[src/rtl/fetch_stage.sv]
// Instruction-fetch stage: owns the PC, addresses instruction memory and loads the
// IF/ID pipeline register. Handles stall, branch flush/redirect and HALT freezing.
module fetch_stage #(
  parameter int unsigned          AddrWidth  = 16,
  parameter int unsigned          DataWidth  = 16,
  parameter logic [AddrWidth-1:0] ResetPC    = '0,
  parameter logic [3:0]           HaltOpcode = 4'hF,
  parameter logic [DataWidth-1:0] NopInstr   = '0,
  parameter int unsigned          CountWidth = 16
) (
  input  logic                  CLK,
  input  logic                  RST,
  input  logic                  stall,
  input  logic                  branch_taken,
  input  logic [AddrWidth-1:0]  branch_target,
  output logic [AddrWidth-1:0]  imem_addr,
  input  logic [DataWidth-1:0]  imem_data,
  output logic [DataWidth-1:0]  if_id_instr,
  output logic [AddrWidth-1:0]  if_id_pc1,
  output logic                  if_id_valid,
  output logic                  halted,
  output logic [CountWidth-1:0] fetch_count
);

  // What the stage does on the coming edge, in priority order.
  typedef enum logic [1:0] {
    ACT_FLUSH,
    ACT_STALL,
    ACT_BUBBLE,
    ACT_FETCH
  } action_e;

  action_e                 action;
  logic [AddrWidth-1:0]    pc;
  logic [AddrWidth-1:0]    pc_plus1;
  logic                    is_halt;

  logic [AddrWidth-1:0]    pc_next;
  logic [DataWidth-1:0]    instr_next;
  logic [AddrWidth-1:0]    pc1_next;
  logic                    valid_next;
  logic                    halted_next;
  logic [CountWidth-1:0]   count_next;

  // The memory address is the PC itself, independent of stall or redirect.
  assign imem_addr = pc;
  // Modulo-2^AddrWidth increment: all-ones wraps to zero by design.
  assign pc_plus1  = pc + AddrWidth'(1);
  assign is_halt   = (imem_data[DataWidth-1 -: 4] == HaltOpcode);

  // Resolve priority: the older redirecting branch beats a stall on a younger instruction.
  always_comb begin
    if (branch_taken)  action = ACT_FLUSH;
    else if (stall)    action = ACT_STALL;
    else if (halted)   action = ACT_BUBBLE;
    else               action = ACT_FETCH;
  end

  // Next-state values for PC, IF/ID, halt flag and counter.
  always_comb begin
    // NOTE: every output gets a hold default first so no path can leave one unassigned and infer a latch.
    pc_next     = pc;
    instr_next  = if_id_instr;
    pc1_next    = if_id_pc1;
    valid_next  = if_id_valid;
    halted_next = halted;
    count_next  = fetch_count;
    unique case (action)
      ACT_FLUSH: begin
        pc_next     = branch_target;
        instr_next  = NopInstr;
        pc1_next    = '0;
        valid_next  = 1'b0;
        halted_next = 1'b0;   // a HALT fetched down the wrong path is discarded
      end
      ACT_STALL: ;            // everything holds
      ACT_BUBBLE: begin
        instr_next  = NopInstr;
        pc1_next    = '0;
        valid_next  = 1'b0;
      end
      ACT_FETCH: begin
        instr_next  = imem_data;
        pc1_next    = pc_plus1;
        valid_next  = 1'b1;
        count_next  = (&fetch_count) ? fetch_count : fetch_count + CountWidth'(1);
        if (is_halt) halted_next = 1'b1;   // PC freezes on the HALT word
        else         pc_next     = pc_plus1;
      end
      default: ;
    endcase
  end

  // State register with asynchronous active-low reset.
  always_ff @(posedge CLK or negedge RST) begin
    if (!RST) begin
      pc          <= ResetPC;
      if_id_instr <= NopInstr;
      if_id_pc1   <= '0;
      if_id_valid <= 1'b0;
      halted      <= 1'b0;
      fetch_count <= '0;
    end else begin
      // NOTE: non-blocking assignments so every register samples pre-edge values.
      pc          <= pc_next;
      if_id_instr <= instr_next;
      if_id_pc1   <= pc1_next;
      if_id_valid <= valid_next;
      halted      <= halted_next;
      fetch_count <= count_next;
    end
  end

endmodule

[config.mk]
export PLATFORM = sky130hd
export DESIGN_NAME = fetch_stage
export DESIGN_NICKNAME = d
export VERILOG_FILES = /design/src/rtl/fetch_stage.sv
export SDC_FILE = /design/constraint.sdc
export NUM_CORES = 1
export LEC_CHECK = 0
export CORE_MARGIN = 5
export CORE_UTILIZATION = 35
export CTS_BUF_LIST = sky130_fd_sc_hd__clkbuf_4 sky130_fd_sc_hd__clkbuf_8
export DETAILED_ROUTE_END_ITERATION = 6
export PLACE_DENSITY = 0.66
export SLEW_MARGIN = 20
export SYNTH_ARGS = -nofsm -noshare
export SYNTH_HDL_FRONTEND = slang
export SYNTH_SLANG_ARGS = --single-unit
[constraint.sdc]
create_clock -name CLK -period 1.9 [get_ports CLK]
set_clock_uncertainty 0.2 [all_clocks]
set_input_delay 0.57 -clock CLK [delete_from_list [all_inputs] [get_ports CLK]]
set_output_delay 0.57 -clock CLK [all_outputs]
set_load 0.02 [all_outputs]
==> out/qor.txt <==
Die Span Y: 105 um
Rows: 34
Arrival time worst endpoint: 2.04 ns
Design Area, Final: 0.00511 mm2
Initial antenna violation count: 0
Failing checks: negative setup slack
Final net count: 517
Post-synth EDFFs: 0
CTS tree: built
Placed insts: 569
Status: finished with violations
CP max stage cell: or4_4
CTS Buf Count: 9
RSZ-0062 raised after global routing: true
DRC: 0
Pwr per Cell Area: 827 mW/mm2
DIE WIDTH: 105 um
Placed cell areas: 0.00480 mm2
WS Path Type: flip-flop to flip-flop
Peak VDD IR: 0.357 mV
YS warnings: 0
Ys flop type: dfrtp_1
Iteration-0 DRC Markers: 138
Total Routing Usage GR: 0.185
MaxCap Viol Count: 0
Clock Sinks: 66
DIE AREA: 0.0110 mm2
Final-report hold violation count: 0
Setup WS pre-CTS: -0.563 ns
H-tree depth: 3
Req. time, crit path: 1.96 ns
Post-Route WL: 10.3 mm
Gr ovfl total: 0
Routed via count: 3144
Core ar.: 0.00876 mm2
Initial Utilization: 0.361
Peak Freq: 505 MHz
Maximum number of pins on one net before global-route repair: 41
Deepest clock path buffer count: 2
Hold crit path type: flip-flop to flip-flop
Synth Cell Area: 0.00316 mm2
CP bufs+invs: 0
Most frequent cells in the layout: buf_4, dfrtp_1, dlygate4sd2_1
Met3 Use GR: 0.0487
Met2 GRT Util: 0.308
Yosys cell types: 50
First-pass GRT wire length: 16.7 mm
Crit share post-route: 1.04
Vias in the first global route: 3388
Area Growth Syn to Fin: 61.6%
Worst-path fanout max: 6
Synth async-reset ratio: 1.00
Post-Synthesis Cells: 316
R2r setup slk: -0.08 ns
Crit path launch type: flip-flop
Final Max Slew Viols: 0
WL/cell: 17.4 um
Port-buffer cells: 101
Post-DP HPWL: 7.42 mm
Vias per cell: 5.32
Boundary Pins: 102
Seq/Total Area, Yosys: 0.523
ANT cells: 0
Clock Latency Late Sink: 0.34 ns
Area of the multi-input gates: 0.00163 mm2
Avg Inst Size Synth: 10.0 um2
Root Buffer Master: clkbuf_8
CP peak stage delay: 0.54 ns
Crit end category: flip-flop
Setup WS post-layout: -0.0792 ns
Reg area: 0.00166 mm2
Antenna Nets Post-Route: 0
Commonest non-fill, non-tap cell in the layout: buf_4
Final setup violation count: 3
Worst-Margin Slew: 0.402 ns
Fill count: 792
Clk slew on worst S/H paths: 0.07 ns
Pleak: 2.39 nW
Routability cong.: 0.830
Crit-path cells: nand4_4, or4_4, or4_1, a31oi_1
Most Crowded Layer GR: met2
Cell family with most CP delay: simple AND/OR/NAND/NOR gates
Tmin final: 1.98 ns
Met1 Usage GRT: 0.233
Finished Layout Cells: 591
Synth Net Count: 354
Slew margin rel.: 0.730
DRT Pass-1 Iters: 4
Fraction of layout cells with a size suffix above 1: 0.311
Flops & latches, synth: 66
Setup TNS: -0.133 ns
[registers in the layout, summed over array words and instances, names as in the netlist]
signal / count
fetch_count: 16
if_id_pc1: 16
if_id_instr: 16
if_id_valid: 1
imem_addr: 16
halted: 1
[power by group]
part	switching [mW]	internal, mW
registers	0.148	1.56
clock network	0.534	0.701
logic	0.687	0.586
[path summary, 6_finish.rpt]
| path | start | endpoint | depth (start not counted) |
|---|---|---|---|
| max | imem_addr[6] | imem_addr[15] | 4 |
| min | if_id_pc1[4] | if_id_pc1[4] | 2 |
| max reg2reg | imem_addr[6] | imem_addr[15] | 4 |
| min reg2reg | if_id_pc1[4] | if_id_pc1[4] | 2 |
| max in group asynchronous | RST | imem_addr[4] | 3 |
| min in group asynchronous | RST | if_id_pc1[7] | 2 |
[metrics by stage]
step           total power [mW]  hold slack [ns]  utilization
2_1_floorplan              2.29           0.0744            -
3_3_place_gp               3.00            0.264        0.548
3_5_place_dp               3.03            0.278        0.548
4_1_cts                    4.18            0.290        0.575
5_1_grt                    4.44            0.310        0.583
6_report                   4.22            0.280        0.583
[tightest hold or removal path, stage by stage (launching register included)]
cell and delay (ns):
dfrtp_1 0.34, nand2_1 0.05, o21ai_0 0.06
[synth_stat cells, types with 2 or more instances]
master	n	area (um2)
dfrtp_1	66	1650
nand2_1	32	120
o21ai_0	23	115
nor2_1	18	67.6
a22o_1	17	149
clkbuf_1	15	56.3
xor2_1	15	131
nand3_1	13	65.1
nor3_1	12	60.1
xnor2_1	10	87.6
a21oi_1	9	45.0
nand4_1	9	56.3
a31oi_1	8	50.1
inv_1	6	22.5
nor4_1	6	37.5
or4_1	5	37.5
and3_1	4	25.0
a311oi_1	3	26.3
or3_1	3	18.8
a211oi_1	2	15.0
a32oi_1	2	17.5
and4_1	2	17.5
buf_1	2	7.51
buf_2	2	10.0
ha_1	2	25.0
mux2i_1	2	20.0
nand2b_1	2	12.5
nor3b_1	2	15.0
o31a_1	2	17.5
o31ai_1	2	15.0
[per-layer routing]
metal	routed length (um)	vias up
li1	-	1482
met1	4390	1558
met2	5100	93
met3	658	11
met4	121	0
met5	0	-
[cell type report]
| class | count | area share |
|---|---|---|
| Clock buffer | 13 | 0.0326 |
| Clock inverter | 2 | 0.00735 |
| Inverter | 7 | 0.00515 |
| Multi-Input combinational cell | 223 | 0.319 |
| Sequential cell | 66 | 0.326 |
| Tap cell | 108 | 0.0265 |
| Timing Repair Buffer | 172 | 0.284 |
[cells by family after synthesis]
| family | share of synthesized area |
|---|---|
| XOR/XNOR | 0.0693 |
| flip-flops | 0.523 |
| AO/OA/AOI/OAI | 0.171 |
| adder cells (fa/ha/maj) | 0.00792 |
| AND/OR/NAND/NOR | 0.186 |
| buffers and inverters | 0.0333 |
| multiplexers | 0.00990 |
[what timing repair did]
| item | 4_1_cts | 5_1_grt |
|---|---|---|
| hold endpoints to repair | 14 | 0 |
| buffers inserted | 2 | 3 |
| resized for setup | 130 | 36 |
| setup endpoints to repair | 115 | 39 |
| gates cloned | 0 | 1 |
| pin swaps | 12 | 10 |
| hold buffers | 1 | 0 |
(Power assumes the default switching activity.)
